## src/rtl/audio_mixer_pkg.sv

```systemverilog
// Shared types and helpers for the stereo mixer: FSM state encoding,
// input-format conversion and output saturation.
package audio_mixer_pkg;

   typedef enum logic [1:0] {IDLE, LOAD, ACC, DONE} state_t;

   // Widest value the generic helpers handle.
   localparam int MAXW = 64;

   // Convert a w-bit sample to signed: offset-binary input gets its MSB flipped,
   // then the result is sign-extended from bit w-1 to MAXW bits.
   function automatic logic signed [MAXW-1:0] to_signed(input logic [MAXW-1:0] sample,
                                                         input logic fmt, input int w);
      logic [MAXW-1:0] t;
      t = sample;
      if (!fmt) t[w-1] = ~t[w-1];
      for (int i = 0; i < MAXW; i++) begin
         if (i >= w) t[i] = t[w-1];
      end
      return $signed(t);
   endfunction

   // Clamp m to the signed ow-bit range. Returns {clipped, value}; the caller
   // keeps the low ow bits of value.
   function automatic logic [MAXW:0] sat(input logic signed [MAXW-1:0] m, input int ow);
      logic signed [MAXW-1:0] hi;
      logic signed [MAXW-1:0] lo;
      hi = (64'sd1 <<< (ow - 1)) - 64'sd1;
      lo = -(64'sd1 <<< (ow - 1));
      if (m > hi) return {1'b1, hi};
      else if (m < lo) return {1'b1, lo};
      return {1'b0, m};
   endfunction

endpackage

```

## src/rtl/audio_dsg.sv

```systemverilog
// First-order delta-sigma modulator for one output side. The signed sample is
// turned into offset binary and added into a W-bit accumulator every clock;
// the carry out is the 1-bit output, so its density tracks the sample level.
module audio_dsg
   import audio_mixer_pkg::*;
#(
   parameter int W = 16
)
(
   input  logic         clock,
   input  logic         reset,
   input  logic [W-1:0] din,
   output logic         dout
);

   logic [W-1:0] acc;
   logic [W:0]   sum;

   // Offset-binary sample plus running accumulator, carry in the top bit
   always_comb begin
      sum = {1'b0, acc} + {1'b0, ~din[W-1], din[W-2:0]};
   end

   // Accumulator and carry register
   always_ff @(posedge clock or posedge reset) begin
      if (reset) begin
         acc  <= '0;
         dout <= 1'b0;
      end else begin
         acc  <= sum[W-1:0];
         dout <= sum[W];
      end
   end

endmodule

```

## src/rtl/audio_mixer.sv

```systemverilog
// Time-multiplexed stereo mixer: CH stereo sources, per-channel format,
// volume and mute, one channel per clock through a single MAC, saturating
// output. Optional delta-sigma bit outputs when AUDIO_MIXER_DSG_EN is defined.
module audio_mixer
   import audio_mixer_pkg::*;
#(
   parameter int CH = 4,
   parameter int IW = 16,
   parameter int VW = 4,
   parameter int OW = 16
)
(
   input  logic                 clock,
   input  logic                 reset,
   input  logic                 ce,
   input  logic [CH*IW-1:0]     inL,
   input  logic [CH*IW-1:0]     inR,
   input  logic [CH-1:0]        fmt,
   input  logic [CH*VW-1:0]     vol,
   input  logic [CH-1:0]        mute,
   output logic signed [OW-1:0] outL,
   output logic signed [OW-1:0] outR,
   output logic                 valid,
   output logic                 busy,
   output logic [1:0]           clip,
   output logic                 overrun,
   output logic                 dsgL,
   output logic                 dsgR
);

   // Accumulator sized so CH full-scale products never wrap.
   localparam int AW = IW + VW + 1 + $clog2(CH);
   localparam int CW = (CH > 1) ? $clog2(CH) : 1;
   localparam int PW = IW + VW + 1;

   state_t                 state, nstate;
   logic [CW-1:0]          ch;
   logic [CH*IW-1:0]       inl_p0, inr_p0;
   logic [CH-1:0]          fmt_p0, mute_p0;
   logic [CH*VW-1:0]       vol_p0;
   logic signed [AW-1:0]   accl_p1, accr_p1;
   logic signed [MAXW-1:0] tl, tr;
   logic signed [IW-1:0]   sl, sr;
   logic signed [VW:0]     gain;
   logic signed [PW-1:0]   pl, pr;
   logic signed [AW-1:0]   ml, mr;
   logic [MAXW:0]          satl, satr;
   logic                   vld_p2;
   logic                   unused_bits;

   // Next state, busy and overrun
   always_comb begin
      nstate  = state;
      busy    = (state != IDLE);
      overrun = ce && (state != IDLE);
      case (state)
         IDLE:    if (ce) nstate = LOAD;
         LOAD:    nstate = ACC;
         ACC:     if (ch == CW'(CH - 1)) nstate = DONE;
         DONE:    nstate = IDLE;
         default: nstate = IDLE;
      endcase
   end

   // State register
   always_ff @(posedge clock or posedge reset) begin
      if (reset) state <= IDLE;
      else       state <= nstate;
   end

   // Frame snapshot on an accepted ce (data only)
   always_ff @(posedge clock) begin
      if (state == IDLE && ce) begin
         inl_p0  <= inL;
         inr_p0  <= inR;
         fmt_p0  <= fmt;
         vol_p0  <= vol;
         mute_p0 <= mute;
      end
   end

   // Current channel: format conversion, gain, mute; frame result saturation
   always_comb begin
      tl   = to_signed(MAXW'(inl_p0[ch*IW +: IW]), fmt_p0[ch], IW);
      tr   = to_signed(MAXW'(inr_p0[ch*IW +: IW]), fmt_p0[ch], IW);
      sl   = tl[IW-1:0];
      sr   = tr[IW-1:0];
      gain = $signed({1'b0, vol_p0[ch*VW +: VW]});
      if (mute_p0[ch]) begin
         pl = '0;
         pr = '0;
      end else begin
         pl = sl * gain;
         pr = sr * gain;
      end
      ml   = accl_p1 >>> VW;
      mr   = accr_p1 >>> VW;
      satl = sat(MAXW'(ml), OW);
      satr = sat(MAXW'(mr), OW);
   end

   assign unused_bits = ^{tl[MAXW-1:IW], tr[MAXW-1:IW], satl[MAXW-1:OW], satr[MAXW-1:OW]};

   // ---- stage p1: multiply-accumulate ----
   // Accumulators cleared in LOAD, one product added per ACC clock
   always_ff @(posedge clock) begin
      if (state == LOAD) begin
         accl_p1 <= '0;
         accr_p1 <= '0;
      end else if (state == ACC) begin
         accl_p1 <= accl_p1 + AW'(pl);
         accr_p1 <= accr_p1 + AW'(pr);
      end
   end

   // ---- stage p2: saturated output registers ----
   // Channel counter, held outputs, clip flags and valid pulse
   always_ff @(posedge clock or posedge reset) begin
      if (reset) begin
         ch     <= '0;
         outL   <= '0;
         outR   <= '0;
         clip   <= 2'b00;
         vld_p2 <= 1'b0;
      end else begin
         vld_p2 <= 1'b0;
         case (state)
            LOAD: ch <= '0;
            ACC:  if (ch != CW'(CH - 1)) ch <= ch + 1'b1;
            DONE: begin
               outL   <= satl[OW-1:0];
               outR   <= satr[OW-1:0];
               clip   <= {satr[MAXW], satl[MAXW]};
               vld_p2 <= 1'b1;
            end
            default: ;
         endcase
      end
   end

   assign valid = vld_p2;

`ifdef AUDIO_MIXER_DSG_EN
   audio_dsg #(.W(OW)) u_dsgl (.clock(clock), .reset(reset), .din(outL), .dout(dsgL));
   audio_dsg #(.W(OW)) u_dsgr (.clock(clock), .reset(reset), .din(outR), .dout(dsgR));
`else
   assign dsgL = 1'b0;
   assign dsgR = 1'b0;
`endif

endmodule

```

## config.mk

```make
export PLATFORM = sky130hd
export DESIGN_NAME = audio_mixer
export DESIGN_NICKNAME = d
export VERILOG_FILES = /design/src/rtl/audio_mixer_pkg.sv /design/src/rtl/audio_dsg.sv /design/src/rtl/audio_mixer.sv
export SDC_FILE = /design/constraint.sdc
export NUM_CORES = 1
export LEC_CHECK = 0
export CAP_MARGIN = 20
export CORE_UTILIZATION = 40
export CTS_CLUSTER_DIAMETER = 60
export DETAILED_ROUTE_END_ITERATION = 8
export GPL_TIMING_DRIVEN = 0
export HOLD_SLACK_MARGIN = 0.03
export PLACE_DENSITY = 0.65
export SLEW_MARGIN = 20
export SYNTH_ARGS = -nofsm -noshare
export SYNTH_HDL_FRONTEND = slang
export SYNTH_SLANG_ARGS = --single-unit
```

## constraint.sdc

```tcl
create_clock -name clock -period 9.7 [get_ports clock]
set_clock_uncertainty 0.05 [all_clocks]
set_input_delay 2.425 -clock clock [delete_from_list [all_inputs] [get_ports clock]]
set_output_delay 2.425 -clock clock [all_outputs]
set_load 0.02 [all_outputs]
```

==> results of run 1 <==
[kinds of logic (layout without fill, tap and decap cells)]
logic type | count (synthesis) | after routing
fa+ha+maj | 197 | 197
flops | 237 | 237
compound gates | 238 | 238
mux | 75 | 75
buf+inv | 216 | 460
xor+xnor | 67 | 67
simple gates | 413 | 413
other cells | 1 | 2
[through the flow]
stage,cell area [µm²],setup slack (ns)
floorplan,15600,0.146
global placement,18200,-2.74
detailed placement,18400,1.62
CTS,19200,1.57
global route,19200,1.01
finish,19200,1.63
[placed cells by master, fill, tap and decap left out, types with 7 or more instances in the layout]
master,Yosys,routed
nand3_1,17,17
clkdlybuf4s50_1,0,191
inv_1,169,168
dfxtp_1,46,46
nor3_1,15,15
o21bai_1,12,12
dfrtp_1,39,39
clkbuf_1,33,34
buf_1,10,10
clkbuf_16,0,27
xnor2_1,40,40
a21oi_1,96,96
a211oi_1,8,8
mux2i_1,32,32
edfxtp_1,152,152
o21a_1,9,9
clkinv_2,0,7
fa_1,68,68
a31oi_1,9,9
and3_1,8,8
a21o_1,30,30
o21ai_0,27,27
ha_1,129,129
nand2_1,58,58
nand2b_1,8,8
and2_1,100,100
nor2b_1,14,14
nor2_1,164,163
xor2_1,24,24
mux4_2,38,38
[final cells by class]
type                    instances  area [µm²]  share of cell area
clock buffers                  28         679              0.0354
plain buffers                  47         195              0.0102
flip-flops and latches        237        6460               0.336
multi-input cells             992        8360               0.435
clock inverters                18         134             0.00697
inverters                     169         634              0.0330
well taps                     518         648              0.0337
repair buffers                198        2090               0.109
[cells in the mapped netlist (all sizes together) (9+ instances only)]
cell type / n / share of area
xnor2: 43 / 0.026
inv: 169 / 0.041
nor2: 164 / 0.039
a31oi: 9 / 0.0036
and2: 100 / 0.040
edfxtp: 152 / 0.29
buf: 14 / 0.0046
dfxtp: 46 / 0.059
a21oi: 96 / 0.031
dfrtp: 39 / 0.062
o21a: 9 / 0.0043
mux4: 38 / 0.055
mux2i: 32 / 0.020
fa: 68 / 0.087
ha: 129 / 0.10
nand2: 60 / 0.015
nor2b: 14 / 0.0056
nor3: 16 / 0.0054
clkbuf: 33 / 0.0079
nand3: 17 / 0.0054
o21ai: 29 / 0.0093
a21o: 30 / 0.014
o21bai: 12 / 0.0058
xor2: 24 / 0.013
[registers in the layout, indices dropped and copies added, names as in the netlist, 4 cells and up]
register and cells:
vol_p0 16, inr_p0 64, accr_p1 23, mute_p0 4, inl_p0 64, outL 16
accl_p1 23, fmt_p0 4, outR 16
[path summary, 6_finish.rpt]
path | end | slack (ns) | cells after the start
hold / removal | outL[1]$_DFFE_PP0P_ | 0.45 | 2
max in group asynchronous | outR[6]$_DFFE_PP0P_ | 6.98 | 3
hold reg to reg | outL[1]$_DFFE_PP0P_ | 0.45 | 2
min in group asynchronous | outR[0]$_DFFE_PP0P_ | 2.16 | 2
setup / recovery | accr_p1[22]$_SDFFE_PP0P_ | 1.63 | 28
setup reg to reg | accr_p1[22]$_SDFFE_PP0P_ | 1.63 | 28
[worst max-delay path: cells and delay by family (launching register included)]
family / cells / cell delay, ns
AND/OR/NAND/NOR: 5 / 0.82
XOR/XNOR: 1 / 0.09
AO/OA/AOI/OAI: 10 / 2.25
adder cells (fa/ha/maj): 5 / 2.08
flip-flops: 1 / 0.44
multiplexers: 2 / 0.99
buffers and inverters: 5 / 1.20
[layer usage]
metal	routed length (µm)	up-vias	part of all wire
li1	-	5451	-
met1	16500	5110	0.48
met2	15400	243	0.44
met3	2100	42	0.061
met4	655	0	0.019
met5	0	-	0
==> impl_metrics.ini, run 1 <==
[outcome]
status = completed

[grt]
use_met2 = 0.281
met3_usage = 0.0349
grt_first_pass_wirelength_um = 56500
overflow = 0
grt_pass1_vias = 11020
antenna_found_initial = 0
use_met1 = 0.248
grt_busiest_layer = met2
grt_use_total = 0.178
grt_max_degree = 28

[sta]
rsz0062_at_grt = no
finalMaxSlewViolations = 0
tightest_slew_ns = 1.03
fin_hold_ws_ns = 0.451
period_share = 0.832
setup_violations = 0
period_needed_ns = 8.07
fin_setup_tns_ns = 0
hold_violations = 0
fmax_ghz = 0.124
slew_headroom = 0.313

[floorplanning]
num_rows = 72
design.die.area_um2 = 39900
fp.dieH_um = 200
fp.dieW_um = 200
top_level_ports = 194
initial_core_util = 0.405
core_region_area_um2 = 38600

[final_layout]
fillers = 3485
final_util = 0.497
stdcell_count = 2207
drive_above_1_share = 0.0639
area_delta_synth_final_pct = 22.8
fin_nets = 2023
antenna_cells = 0

[job]
drv_cap = 0

[clocking]
cts_tree = yes
numCtsBuffers = 26
cts.sinks = 237
hold_buffers = 0
cts_root_buffer = clkbuf_16
cts_setup_buffers = 0
ctsLongestPathBuffers = 3
cts_resized = 0
insertion_delay_ns = 0.54
clk_pin_slew_ns = 0.06
h-tree-depth = 1

[critical_path]
end_kind = flop
r2r_start = ch[0]$_DFFE_PP0P_
required_ns = 10.07
critPathSlowestCell = buf_1
cp-start-kind = flop
crit_fanout = 10
crit_top_cell = ha_1
critPathKind = reg -> reg
crit_start = ch[0]$_DFFE_PP0P_
crit_arrival_ns = 8.44
cp_slowest_stage_delay_ns = 0.73

[synthesis]
synthSimpleGateAreaFrac = 0.129
synth-edff-count = 152
synth_top_family_by_area = adder cells
avgSynthCellArea_um2 = 10.8
muxShareOfSynthArea = 0.0788
ys_types = 68
synthAdderAreaFrac = 0.190
synth_warnings = 0
ys_async_sr_fraction = 0.165
yosys_register_bits = 237
synth_compound_area_frac = 0.0965
ys.flop_type = edfxtp_1
syn_inst = 1444
synth-xor-area-share = 0.0390
syn-cell-area_um2 = 15600
ys_seq_area_frac = 0.413

[route]
ant_nets = 0
drtIter0Drc = 488
vias = 10846
drc_errors = 0
wl_um = 34600
firstDrtPassIters = 5
wire_per_inst_um = 15.7
vias_per_cell = 4.91

[min_path]
hold_class = reg -> reg
min-delay-start = outL[1]$_DFFE_PP0P_

[placed_design]
port_buffers = 191
place_congestion = 0.840
dp_hpwl_um = 28200
place_inst = 2161
Power of run 1 is not shown: default switching activity piles up to over one toggle a cycle in this logic, so the estimate is an artifact.
==> inputs of run 2 (changes only) <==
--- a/config.mk
+++ b/config.mk
@@ -11,7 +11,7 @@
 export DETAILED_ROUTE_END_ITERATION = 8
 export GPL_TIMING_DRIVEN = 0
 export HOLD_SLACK_MARGIN = 0.03
-export PLACE_DENSITY = 0.65
+export PLACE_DENSITY = 0.67
 export SLEW_MARGIN = 20
 export SYNTH_ARGS = -nofsm -noshare
 export SYNTH_HDL_FRONTEND = slang
==> constraint.sdc (replaced) <==
create_clock -name clock -period 6.7 [get_ports clock]
set_clock_uncertainty 0.05 [all_clocks]
set_input_delay 1.675 -clock clock [delete_from_list [all_inputs] [get_ports clock]]
set_output_delay 1.675 -clock clock [all_outputs]
set_load 0.02 [all_outputs]
==> impl_metrics.ini, run 2 (synthesis gave the netlist of run 1 again) <==
[sta]
period_share = 0.992
fin_hold_ws_ns = 0.451
hold_violations = 0
rsz0062_at_grt = yes
setup_violations = 0
period_needed_ns = 6.64
slew_headroom = 0.429
fmax_ghz = 0.150
finalMaxSlewViolations = 0
tightest_slew_ns = 0.856

[critical_path]
cp_slowest_stage_delay_ns = 0.59
cp-start-kind = flop
critPathKind = reg -> reg
required_ns = 7.10
crit_arrival_ns = 7.04
crit_fanout = 10
r2r_setup_slack_ns = 0.06
r2r_start = ch[0]$_DFFE_PP0P_
r2r-end = accl_p1[22]$_SDFFE_PP0P_
crit_top_cell = a21oi_2
worstRegToRegCells = 27
critPathSlowestCell = mux4_2
end_kind = flop

[clocking]
ctsLongestPathBuffers = 3
cts_root_buffer = clkbuf_16
numCtsBuffers = 27
hold_buffers = 0
cts.sinks = 237
insertion_delay_ns = 0.53
h-tree-depth = 1
cts_tree = yes
clk_pin_slew_ns = 0.06

[floorplanning]
initial_core_util = 0.405
fp.dieH_um = 200
num_rows = 72
core_region_area_um2 = 38600
design.die.area_um2 = 39900
top_level_ports = 194
fp.dieW_um = 200

[min_path]
whs_path_depth = 2
hold_class = reg -> reg
min_to = outL[2]$_DFFE_PP0P_
min-delay-start = outL[2]$_DFFE_PP0P_

[grt]
overflow = 0
antenna_found_initial = 0
grt_first_pass_wirelength_um = 56900
grt_pass1_vias = 11236
grt_max_degree = 31
grt_use_total = 0.179

[route]
wl_um = 36100
drtIter0Drc = 440
drc_errors = 0
wire_per_inst_um = 16.0
firstDrtPassIters = 5
vias_per_cell = 4.98
vias = 11196
ant_nets = 0

[placed_design]
port_buffers = 191
place_congestion = 0.861
dp_hpwl_um = 28400

[final_layout]
drive_above_1_share = 0.143
reg_top3 = inl_p0 (64), inr_p0 (64)
layout_commonest_cell = clkdlybuf4s50_1
multiInputGateArea_um2 = 8850
register_area_um2 = 6460
area_delta_synth_final_pct = 28.9
final_cell_mix = clkdlybuf4s50_1 (191), inv_1 (162), nor2_1 (158)
fin_nets = 2064
antenna_cells = 0
fillers = 3385

[outcome]
status = completed

[job]
drv_cap = 0
==> run 2: changes by cell type in the layout (fill, tap and decap cells not counted), moves of 8 or more <==
cell,delta
ha_4,+16
a21oi_2,+14
a21oi_1,-15
buf_12,+8
buf_4,+40
ha_1,-23
==> run 2: final cells by class <==
class / instances / area share
Timing Repair Buffer: 241 / 0.119
Inverter: 169 / 0.0315
Sequential cell: 237 / 0.321
Multi-Input combinational cell: 992 / 0.439
Tap cell: 518 / 0.0321
Clock inverter: 13 / 0.00527
Buffer: 44 / 0.0148
Clock buffer: 36 / 0.0378
==> run 2: metrics by stage <==
step	TNS, ns	setup slack [ns]	instance area, µm²	utilization	cells
floorplan	0	0.0512	15700	-	1445
global placement	-224.25	-1.40	18200	0.471	2154
detailed placement	-13.83	-1.22	18300	0.475	2160
CTS	-0.0157	-0.0157	19500	0.505	2220
global route	-0.451	-0.239	20200	0.522	2250
finish	0	0.0553	20200	0.522	2250
==> run 2: layer usage <==
metal	GRT usage	wire length [µm]	up-vias	part of all wire
met4	0.0370	617	0	0.017
met2	0.294	16700	276	0.46
met3	0.0296	1970	46	0.055
met1	0.249	16800	5322	0.47
li1	-	-	5552	-
met5	0	0	-	0
==> run 2: critical path, delay by kind of cell (launching register included) <==
kind                     cells  cell delay (ns)
buffers and inverters        6             0.72
adder cells (fa/ha/maj)      5             2.09
AO/OA/AOI/OAI                8             1.42
multiplexers                 1             0.59
flip-flops                   1             0.42
XOR/XNOR                     1             0.17
AND/OR/NAND/NOR              6             1.09
==> run 2: worst max-delay path by stage <==
stage	from	endpoint	slack [ns]
floorplan	ch[0]$_DFFE_PP0P_	accr_p1[22]$_SDFFE_PP0P_	0.05
global placement	ce	inr_p0[10]$_DFFE_PP_	-1.40
detailed placement	ch[1]$_DFFE_PP0P_	accr_p1[22]$_SDFFE_PP0P_	-1.22
CTS	ch[0]$_DFFE_PP0P_	accr_p1[22]$_SDFFE_PP0P_	-0.02
global route	ch[0]$_DFFE_PP0P_	accr_p1[22]$_SDFFE_PP0P_	-0.24
finish	ch[0]$_DFFE_PP0P_	accl_p1[22]$_SDFFE_PP0P_	0.06
==> run 2: what timing repair did <==
action	CTS	global route
buffers inserted	12	32
pin swaps	8	49
gates resized for setup	64	86
cloned	0	0
hold endpoints to repair	0	0
endpoints found under the setup margin	21	12
Power of run 2 is left out for the same reason.
==> inputs of run 3 (changes only) <==
--- a/config.mk
+++ b/config.mk
@@ -5,6 +5,7 @@
 export SDC_FILE = /design/constraint.sdc
 export NUM_CORES = 1
 export LEC_CHECK = 0
+export ABC_AREA = 1
 export CAP_MARGIN = 20
 export CORE_UTILIZATION = 40
 export CTS_CLUSTER_DIAMETER = 60
==> impl_metrics.ini, run 3 <==
[outcome]
status = completed

[synthesis]
synth_warnings = 0
yosys_register_bits = 237
ys_seq_area_frac = 0.390
yosys.area.top_type = edfxtp_1
synth_area_leaders = edfxtp_1 (28%), ha_1 (9.7%), nand2_1 (8.7%), fa_1 (8.2%), inv_1 (7.3%)
synth-edff-count = 152
ys_types = 42
syn_inst = 2007
ys_async_sr_fraction = 0.165
syn-cell-area_um2 = 16600
post-synth-top-area-fraction = 0.276
synth.most_common_cell = nand2_1
avgSynthCellArea_um2 = 8.25
ys_top_cells_by_count = nand2_1 (383), inv_1 (324), nor2_1 (274)
ys.flop_type = edfxtp_1

[route]
vias = 14092
wl_met1_um = 20500
top_layer = met4
vias_per_cell = 5.06
ant_nets = 0
drc_errors = 0
wire_per_inst_um = 15.7
firstDrtPassIters = 7
drtIter0Drc = 796
wl_um = 43700
wl_met3_um = 2250
routed-wl-met2_um = 20000

[final_layout]
drive_above_1_share = 0.0715
antenna_cells = 0
area_delta_synth_final_pct = 24.0
final_cell_mix = nand2_1 (382), inv_1 (322), nor2_1 (268)
final_util = 0.503
fillers = 3896
fin_nets = 2584
layout_commonest_cell = nand2_1
stdcell_count = 2784
reg_top3 = inl_p0 (64), inr_p0 (64)

[sta]
hold_violations = 0
slew_headroom = 0.428
finalMaxSlewViolations = 0
setup_violations = 0
fmax_ghz = 0.157
fin_hold_ws_ns = 0.437
period_share = 0.948
tightest_slew_ns = 0.850
setup_ws_ns = 0.345
period_needed_ns = 6.35

[clocking]
clk_pin_slew_ns = 0.06
cts_tree = yes
cts_root_buffer = clkbuf_16
cts.sinks = 237
numCtsBuffers = 27
h-tree-depth = 1
insertion_delay_ns = 0.55
ctsLongestPathBuffers = 3

[floorplanning]
design.die.area_um2 = 42200
num_rows = 74
fp.dieH_um = 205
fp.dieW_um = 205
top_level_ports = 194
initial_core_util = 0.406
core_region_area_um2 = 40800

[critical_path]
r2r-end = accl_p1[19]$_SDFFE_PP0P_
crit_arrival_ns = 6.75
critPathKind = reg -> reg
required_ns = 7.10
crit_top_cell = nand2_1
end_kind = flop
worstRegToRegCells = 33
r2r_start = ch[0]$_DFFE_PP0P_
cp-start-kind = flop
critPathSlowestCell = fa_1
cp_slowest_stage_delay_ns = 0.55
crit_fanout = 10
r2r_setup_slack_ns = 0.35

[grt]
antenna_found_initial = 0
grt_max_degree = 85
grt_use_total = 0.207
grt_first_pass_wirelength_um = 69600
overflow = 0
grt_pass1_vias = 13707

[min_path]
min_to = outL[11]$_DFFE_PP0P_
hold_class = reg -> reg
min-delay-start = accl_p1[15]$_SDFFE_PP0P_
whs_path_depth = 2

[placed_design]
port_buffers = 191
place_congestion = 0.949
dp_hpwl_um = 34900
place_inst = 2733
pre_cts_slack_ns = -0.476

[job]
drv_cap = 0
==> run 3: cells by family (layout without fill, tap and decap cells) <==
family / count (synthesis) / in the layout / synth area share
XOR/XNOR: 43 / 43 / 0.0227
flip-flops: 237 / 237 / 0.390
AND/OR/NAND/NOR: 762 / 762 / 0.184
AO/OA/AOI/OAI: 374 / 374 / 0.130
other: 1 / 2 / 0.000226
adder cells (fa/ha/maj): 197 / 197 / 0.180
buffers and inverters: 393 / 637 / 0.0935
==> run 3: worst max-delay path by stage <==
| stage | start | to | depth (start not counted) |
|---|---|---|---|
| floorplan | ch[0]$_DFFE_PP0P_ | accl_p1[20]$_SDFFE_PP0P_ | 32 |
| global placement | ch[0]$_DFFE_PP0P_ | accl_p1[20]$_SDFFE_PP0P_ | 31 |
| detailed placement | ch[0]$_DFFE_PP0P_ | accl_p1[20]$_SDFFE_PP0P_ | 32 |
| CTS | ch[0]$_DFFE_PP0P_ | accr_p1[20]$_SDFFE_PP0P_ | 34 |
| global route | ch[0]$_DFFE_PP0P_ | accl_p1[19]$_SDFFE_PP0P_ | 33 |
| finish | ch[0]$_DFFE_PP0P_ | accl_p1[19]$_SDFFE_PP0P_ | 33 |
==> run 3: layout make-up <==
type	count	area (µm²)	share of cell area
Inverter	326	1240	0.0602
Timing Repair Buffer	196	1980	0.0965
Clock inverter	13	163	0.00792
Tap cell	532	666	0.0324
Buffer	66	404	0.0197
Sequential cell	237	6460	0.315
Clock buffer	36	741	0.0361
Multi-Input combinational cell	1378	8880	0.432
==> run 3: critical path: cells and delay by family, from the launching register on <==
kind	cells	cell delay [ns]
AO/OA/AOI/OAI	9	1.65
adder cells (fa/ha/maj)	5	2.07
buffers and inverters	9	1.13
flip-flops	1	0.40
AND/OR/NAND/NOR	10	0.97
==> run 3: timing repair <==
item / CTS / global route
hold buffers: 0 / 0
setup buffers: 0 / 3
endpoints found under the setup margin: 21 / 24
pin swaps: 1 / 4
resized for setup: 31 / 92
==> run 3: metrics by stage <==
stage,instance area [µm²],TNS (ns)
floorplan,16600,0
global placement,19100,-46.64
detailed placement,19200,-3.79
CTS,20200,0
global route,20500,-0.160
finish,20500,0
==> run 3: routing by layer <==
layer  vias up  track usage
met5         -            0
met4         0       0.0521
met3        55       0.0230
met2       389        0.338
met1      6614        0.292
li1       7034            -
Power of run 3 is left out for the same reason.
